===== config.mk =====
export PLATFORM = sky130hd
export DESIGN_NAME = mul_unit
export DESIGN_NICKNAME = d
export VERILOG_FILES = /design/src/rtl/mul_unit.sv
export SDC_FILE = /design/constraint.sdc
export NUM_CORES = 1
export LEC_CHECK = 0
export ABC_AREA = 1
export BUFFER_PORTS_ARGS = -buffer_cell sky130_fd_sc_hd__buf_4
export CORE_MARGIN = 3
export CORE_UTILIZATION = 47
export DETAILED_ROUTE_END_ITERATION = 10
export GPL_ROUTABILITY_DRIVEN = 0
export GPL_TIMING_DRIVEN = 0
export PLACE_DENSITY = 0.69
export SLEW_MARGIN = 5
export SYNTH_ARGS = -nofsm -noshare
export SYNTH_HDL_FRONTEND = slang
export SYNTH_SLANG_ARGS = --single-unit

===== constraint.sdc =====
create_clock -name clk_ -period 0.8 [get_ports clk_]
set_clock_uncertainty 0.2 [all_clocks]
set_input_delay 0.08 -clock clk_ [delete_from_list [all_inputs] [get_ports clk_]]
set_output_delay 0.08 -clock clk_ [all_outputs]
set_load 0.01 [all_outputs]

===== src/rtl/mul_unit.sv =====
// -----------------------------------------------------------------------------
// mul_unit
//   Unsigned integer multiplier with a registered result. This is the multiply
//   stage of the factorial datapath.
//
//   The multiplier is a shift-add array. Each bit of y_ selects a copy of x_
//   shifted left by that bit's position. The partial products are summed into
//   a full 2*SIZE_-bit product. On every rising clk_ edge the low SIZE_ bits of
//   that product are registered onto z_. ovf_ records whether any of the high
//   SIZE_ bits were set. The block is free-running and produces one product per
//   cycle with one cycle of latency. It has no handshake, no enable and no
//   internal state beyond the two output registers.
//
// Parameters
//   SIZE_  operand and result width in bits (legal range 2..32)
//
// Ports
//   clk_  in   1      clock, rising-edge active
//   rst_  in   1      asynchronous reset, active-high; clears z_ and ovf_
//   x_    in   SIZE_  multiplicand, unsigned
//   y_    in   SIZE_  multiplier, unsigned
//   z_    out  SIZE_  registered product modulo 2**SIZE_
//   ovf_  out  1      registered flag, set when the full product >= 2**SIZE_
// -----------------------------------------------------------------------------
module mul_unit #(
    parameter int SIZE_ = 8
) (
    input  logic             clk_,
    input  logic             rst_,
    input  logic [SIZE_-1:0] x_,
    input  logic [SIZE_-1:0] y_,
    output logic [SIZE_-1:0] z_,
    output logic             ovf_
);

    localparam int PW = 2 * SIZE_;

    // Returns the partial product selected by one multiplier bit. It is the
    // multiplicand zero-extended to full width and shifted into place, or zero
    // when the bit is clear.
    function automatic logic [PW-1:0] partial_product(
        input logic [SIZE_-1:0] mcand,
        input logic             mbit,
        input int               shift
    );
        logic [PW-1:0] ext;
        ext = {{SIZE_{1'b0}}, mcand};
        if (mbit) begin
            return ext << shift;
        end else begin
            return {PW{1'b0}};
        end
    endfunction

    logic [PW-1:0]    pp_s [SIZE_];
    logic [PW-1:0]    prod_s;
    logic [SIZE_-1:0] prod_lo_s;
    logic             ovf_s;
    logic [SIZE_-1:0] z_r;
    logic             ovf_r;

    // Partial-product array: one row for each multiplier bit.
    always_comb begin
        for (int i = 0; i < SIZE_; i++) begin
            pp_s[i] = partial_product(x_, y_[i], i);
        end
    end

    // Sum the rows into the full-width product. The accumulator is PW bits,
    // which is wide enough that the sum can never wrap.
    always_comb begin
        prod_s = {PW{1'b0}};
        for (int i = 0; i < SIZE_; i++) begin
            prod_s = prod_s + pp_s[i];
        end
    end

    // Split the product into the truncated result and the overflow indication.
    always_comb begin
        prod_lo_s = prod_s[SIZE_-1:0];
        ovf_s     = |prod_s[PW-1:SIZE_];
    end

    // Output registers. Reset clears them immediately, without waiting for a
    // clock edge. Otherwise they capture a new product on every rising edge.
    always_ff @(posedge clk_ or posedge rst_) begin
        if (rst_) begin
            z_r   <= {SIZE_{1'b0}};
            ovf_r <= 1'b0;
        end else begin
            z_r   <= prod_lo_s;
            ovf_r <= ovf_s;
        end
    end

    assign z_   = z_r;
    assign ovf_ = ovf_r;

endmodule


-- Word-level counts from Yosys, hierarchy flattened
Index checks and enable logic that the tools add are counted.
- bits in registers: 9
- word-level logic and storage cells: 18
- $add $sub $neg: 7
- muxes and demuxes: 8
- reduce and logical (&&, ||, !) cells: 1
- operator list (kind ; number):
    $add 15x15->16 ; 1
    $add 14x14->15 ; 1
    $mux 15 ; 1
    $add 13x13->14 ; 1
    $mux 14 ; 1
    $add 12x12->13 ; 1
    $mux 13 ; 1
    $add 11x11->12 ; 1
    $mux 12 ; 1
    $add 10x10->11 ; 1
    $mux 11 ; 1
    $add 8x9->10 ; 1
    $mux 10 ; 1
    $mux 9 ; 1
    $mux 8 ; 1
    $reduce_or 8->1 ; 1

-- Longest topological paths before layout
- depth in word-level cells: 9
- mapped depth: 21
- depth with buffers taken out: 20

-- Worst setup path before layout
Ideal clock, no wire load.
- kind: input to register
- from: input port y_[7]
- to: register ovf_r (netlist: ovf_)
- setup time: 0.125 ns
- arrival time: 3.466 ns
- setup slack: -2.991 ns
- stages on the path: 19
- buffers on the path: 2
- cell sequence: clkbuf_1 > nand2_1 > fa_1 > fa_1 > fa_1 > inv_1 > fa_1 > ha_1 > buf_6 > nand2_2 > nand2_2 > inv_2 > nand2_2 > nand2_1 > nand2_1 > nor2_2 > nand3_1 > nor2_1 > nand3_1
- word-level cells in the longest chain between the ends: 3
- RTL lines (item ; RTL line ; RTL):
    start: declaration ; 31 ; input logic [SIZE_-1:0] y_,
    $mux 15 ; 48 ; if (mbit) begin
    $add 15x15->16 ; 74 ; prod_s = prod_s + pp_s[i];
    $reduce_or 8->1 ; 81 ; ovf_s = |prod_s[PW-1:SIZE_];
    named net ovf_s ; 58 ; logic ovf_s;
    end signal: assignment ; 92 ; ovf_r <= ovf_s;
    end: declaration ; 60 ; logic ovf_r;
The timed path passes the listed nets, and every way through them passes these cells.

-- Worst setup path after layout
- from: input port y_[4]
- to: register ovf_r (netlist: ovf_)
- word-level cells in the longest chain between the ends: 6
- RTL lines (item ; RTL line):
    $mux 12 ; 48
    $add 12x12->13 ; 74
    $add 13x13->14 ; 74
    $add 14x14->15 ; 74
    $add 15x15->16 ; 74
    $reduce_or 8->1 ; 81
    named net ovf_s ; 58
The timed path passes the listed nets, and every way through them passes these cells.

==> run metrics <==
Synth Register Bits 9; met1 GRT Util slightly above 20%; final setup fails 17; final clock period utilization by the worst path 447.0%; sequential element share of the synthesized area under 10%; violations in the final reports hold timing, setup timing; First DRT Iteration DRCs between 40 and 50; power density over the cells roughly 2300 nW/um^2; transition time of the tightest slew-check pin 0.3119 ns; startpoint types primary input; IO Pins 27; hold violation total from the final report 10; CP bufs+invs 6; Yosys cell types 16; net count of the finished layout ~470; number of remaining DRC errors 0; worst slew slack as a fraction of its limit ~79%; Clock H-tree levels 1; cell area after technology mapping 2459 um^2; yosys synthesis warning count 0; highest cell delay on the worst timing path 0.52 ns; WP data arrival between 3 and 4 ns; area of the die 6135 um^2; commonest non-fill, non-tap cell in the layout sky130_fd_sc_hd__nand2_1; fin. max-slew vios 0; met3 track demand over resource about 1.4%; number of global-route vias before repair between 2000 and 2500; global routing's busiest layer met2; pin count of the biggest net entering global routing 10; ratio of cells with drive above 1 in the final layout between 20% and 30%; highest attainable clock frequency roughly 280 MHz; first-pass GRT wire length between 8000 and 9000 um; Data required, critical path about 0.7 ns; maximum resistive drop on vdd 1432 uV; final global-route overflow total 0; antenna viol nets, final 0; Static Leak about 1.9 nW; kind of path behind the tightest hold check primary input to async pin; starting density of the core about half; worst setup path category primary input to flop; WHS -0.3987 ns; Post-Synthesis Mean Instance Area 7.005 um^2; maximum number of buffers from clock root to sink 2; core area a little under 5000 um^2; clock slew at reported path FFs 0.04 ns; initial antenna violation count 0; detail-routed via count per cell about 4.6; start point of the critical path y_[4]; count of clock tree sinks 9; TritonCTS buffer count 3; clock tree from TritonCTS done; endpoint kind of the worst setup timing path flop; antenna cells 0; critical path peak fanout 8; half-perimeter wire length after detailed placement 3861 um; total length of routed wires 4828 um; global-route usage over all layers between 10% and 20%; buffer cell driving the clock tree root sky130_fd_sc_hd__clkbuf_8; Critical Path Most Common Cell sky130_fd_sc_hd__fa_1; row count 25; cell at the slowest stage of the critical path sky130_fd_sc_hd__fa_1; post-route worst setup slack -2.776 ns; cell-by-cell trace of the critical path clkbuf_16 > nand2_4 > inv_2 > fa_1 > inv_1 > fa_1 > fa_1 > inv_2 > fa_1 > ha_1 > buf_6 > nand2_2 > nand2_2 > inv_2 > nand2_2 > nand2_1 > nand2_1 > nor2_2 > nand3_1 > nor2_1 > nand3_1; total via count in the routed design 2072; family of cells with the greatest summed delay on the critical path adder cells; Max-cap violations 0; detailed-route wire length per cell 10.83 um; met2 Usage GRT 33.56%; Placement Setup Slack -3.164 ns; final core utilization approximately two thirds; number of port buffers 10; Synth Net Count roughly 440; RSZ-0062 raised after global routing true; final critical-path required period around 3.6 ns; outcome finished with violations; area growth from synthesis to layout 31.91%; most frequent cells in the layout sky130_fd_sc_hd__nand2_1 (102), sky130_fd_sc_hd__inv_1 (86), sky130_fd_sc_hd__fa_1 (36), sky130_fd_sc_hd__ha_1 (24), sky130_fd_sc_hd__buf_6 (17); count of TritonRoute iterations in the first routing pass 4; post-synthesis instance total 351; chip width 78.33 um; die boundary height about 78 um
stage by stage:
stage | instances | total power [W] | cell area [um^2] | TNS (ns)
3_3_place_gp | 428 | 0.005724 | 2826 | -13.42
2_1_floorplan | 351 | 0.004720 | 2668 | -12.55
5_1_grt | 446 | 0.008373 | 3243 | -14.57
4_1_cts | 439 | 0.007087 | 3107 | -13.73
3_5_place_dp | 428 | 0.005823 | 2826 | -13.53
6_report | 446 | 0.007310 | 3243 | -13.76
routing by layer:
layer / share of wire, % / routed length [um] / vias up
met5: 0 / 0 / -
met1: 43 / 2089 / 979
li1: - / - / 1051
met4: 1.2 / 56 / 0
met3: 3.5 / 171 / 5
met2: 52 / 2510 / 37
sequential cells by signal, summed over array words and instances, names as in the netlist:
signal  cells
ovf_        1
z_          8
power by group:
| group | switching [W] | internal (W) |
|---|---|---|
| sequential | 0.0000607 | 0.000607 |
| combinational | 0.00325 | 0.00288 |
| clock | 0.000167 | 0.000346 |
synth_stat cells:
cell	n	area share, %
sky130_fd_sc_hd__ha_1	31	16
sky130_fd_sc_hd__nor2_1	10	1.5
sky130_fd_sc_hd__buf_6	1	0.46
sky130_fd_sc_hd__xor2_1	1	0.36
sky130_fd_sc_hd__dfrtp_1	9	9.2
sky130_fd_sc_hd__nand2_2	3	0.76
sky130_fd_sc_hd__a21oi_1	3	0.61
sky130_fd_sc_hd__clkbuf_1	16	2.4
sky130_fd_sc_hd__nand3_1	17	3.5
sky130_fd_sc_hd__inv_2	1	0.15
sky130_fd_sc_hd__nor2_2	2	0.51
sky130_fd_sc_hd__fa_1	38	31
sky130_fd_sc_hd__nand2_1	115	18
sky130_fd_sc_hd__nand4_1	2	0.51
sky130_fd_sc_hd__inv_1	101	15
sky130_fd_sc_hd__xnor2_1	1	0.36
cells by family after synthesis:
family,synth area share (%)
DFF,9.160
buffers and inverters,18.47
xor gates and xnor gates,0.7126
and+or+nand+nor,24.33
AOI/OAI and AO/OA,0.6105
adders and majority gates,46.72
layout make-up:
class | count | area, um^2
plain buffers | 17 | 300.3
clock buffers | 4 | 45.04
fillers | 429 | 1637
inverters | 102 | 382.9
multi-input cells | 223 | 1962
flip-flops and latches | 9 | 225.2
well taps | 67 | 83.83
repair buffers | 24 | 244.0
how the worst max path moves through the flow:
stage / cells past startpoint / to
floorplan: 21 / ovf_
global placement: 17 / ovf_
detailed placement: 17 / ovf_
CTS: 21 / ovf_
global route: 21 / ovf_
finish: 21 / ovf_
what timing repair did:
| item | 4_1_cts | 5_1_grt |
|---|---|---|
| gates resized for setup | 40 | 35 |
| setup buffers | 7 | 8 |
| pin swaps | 14 | 20 |
| setup endpoints to repair | 16 | 17 |
| endpoints found under the hold margin | 10 | 10 |
Power figures use the tool's default switching activity.
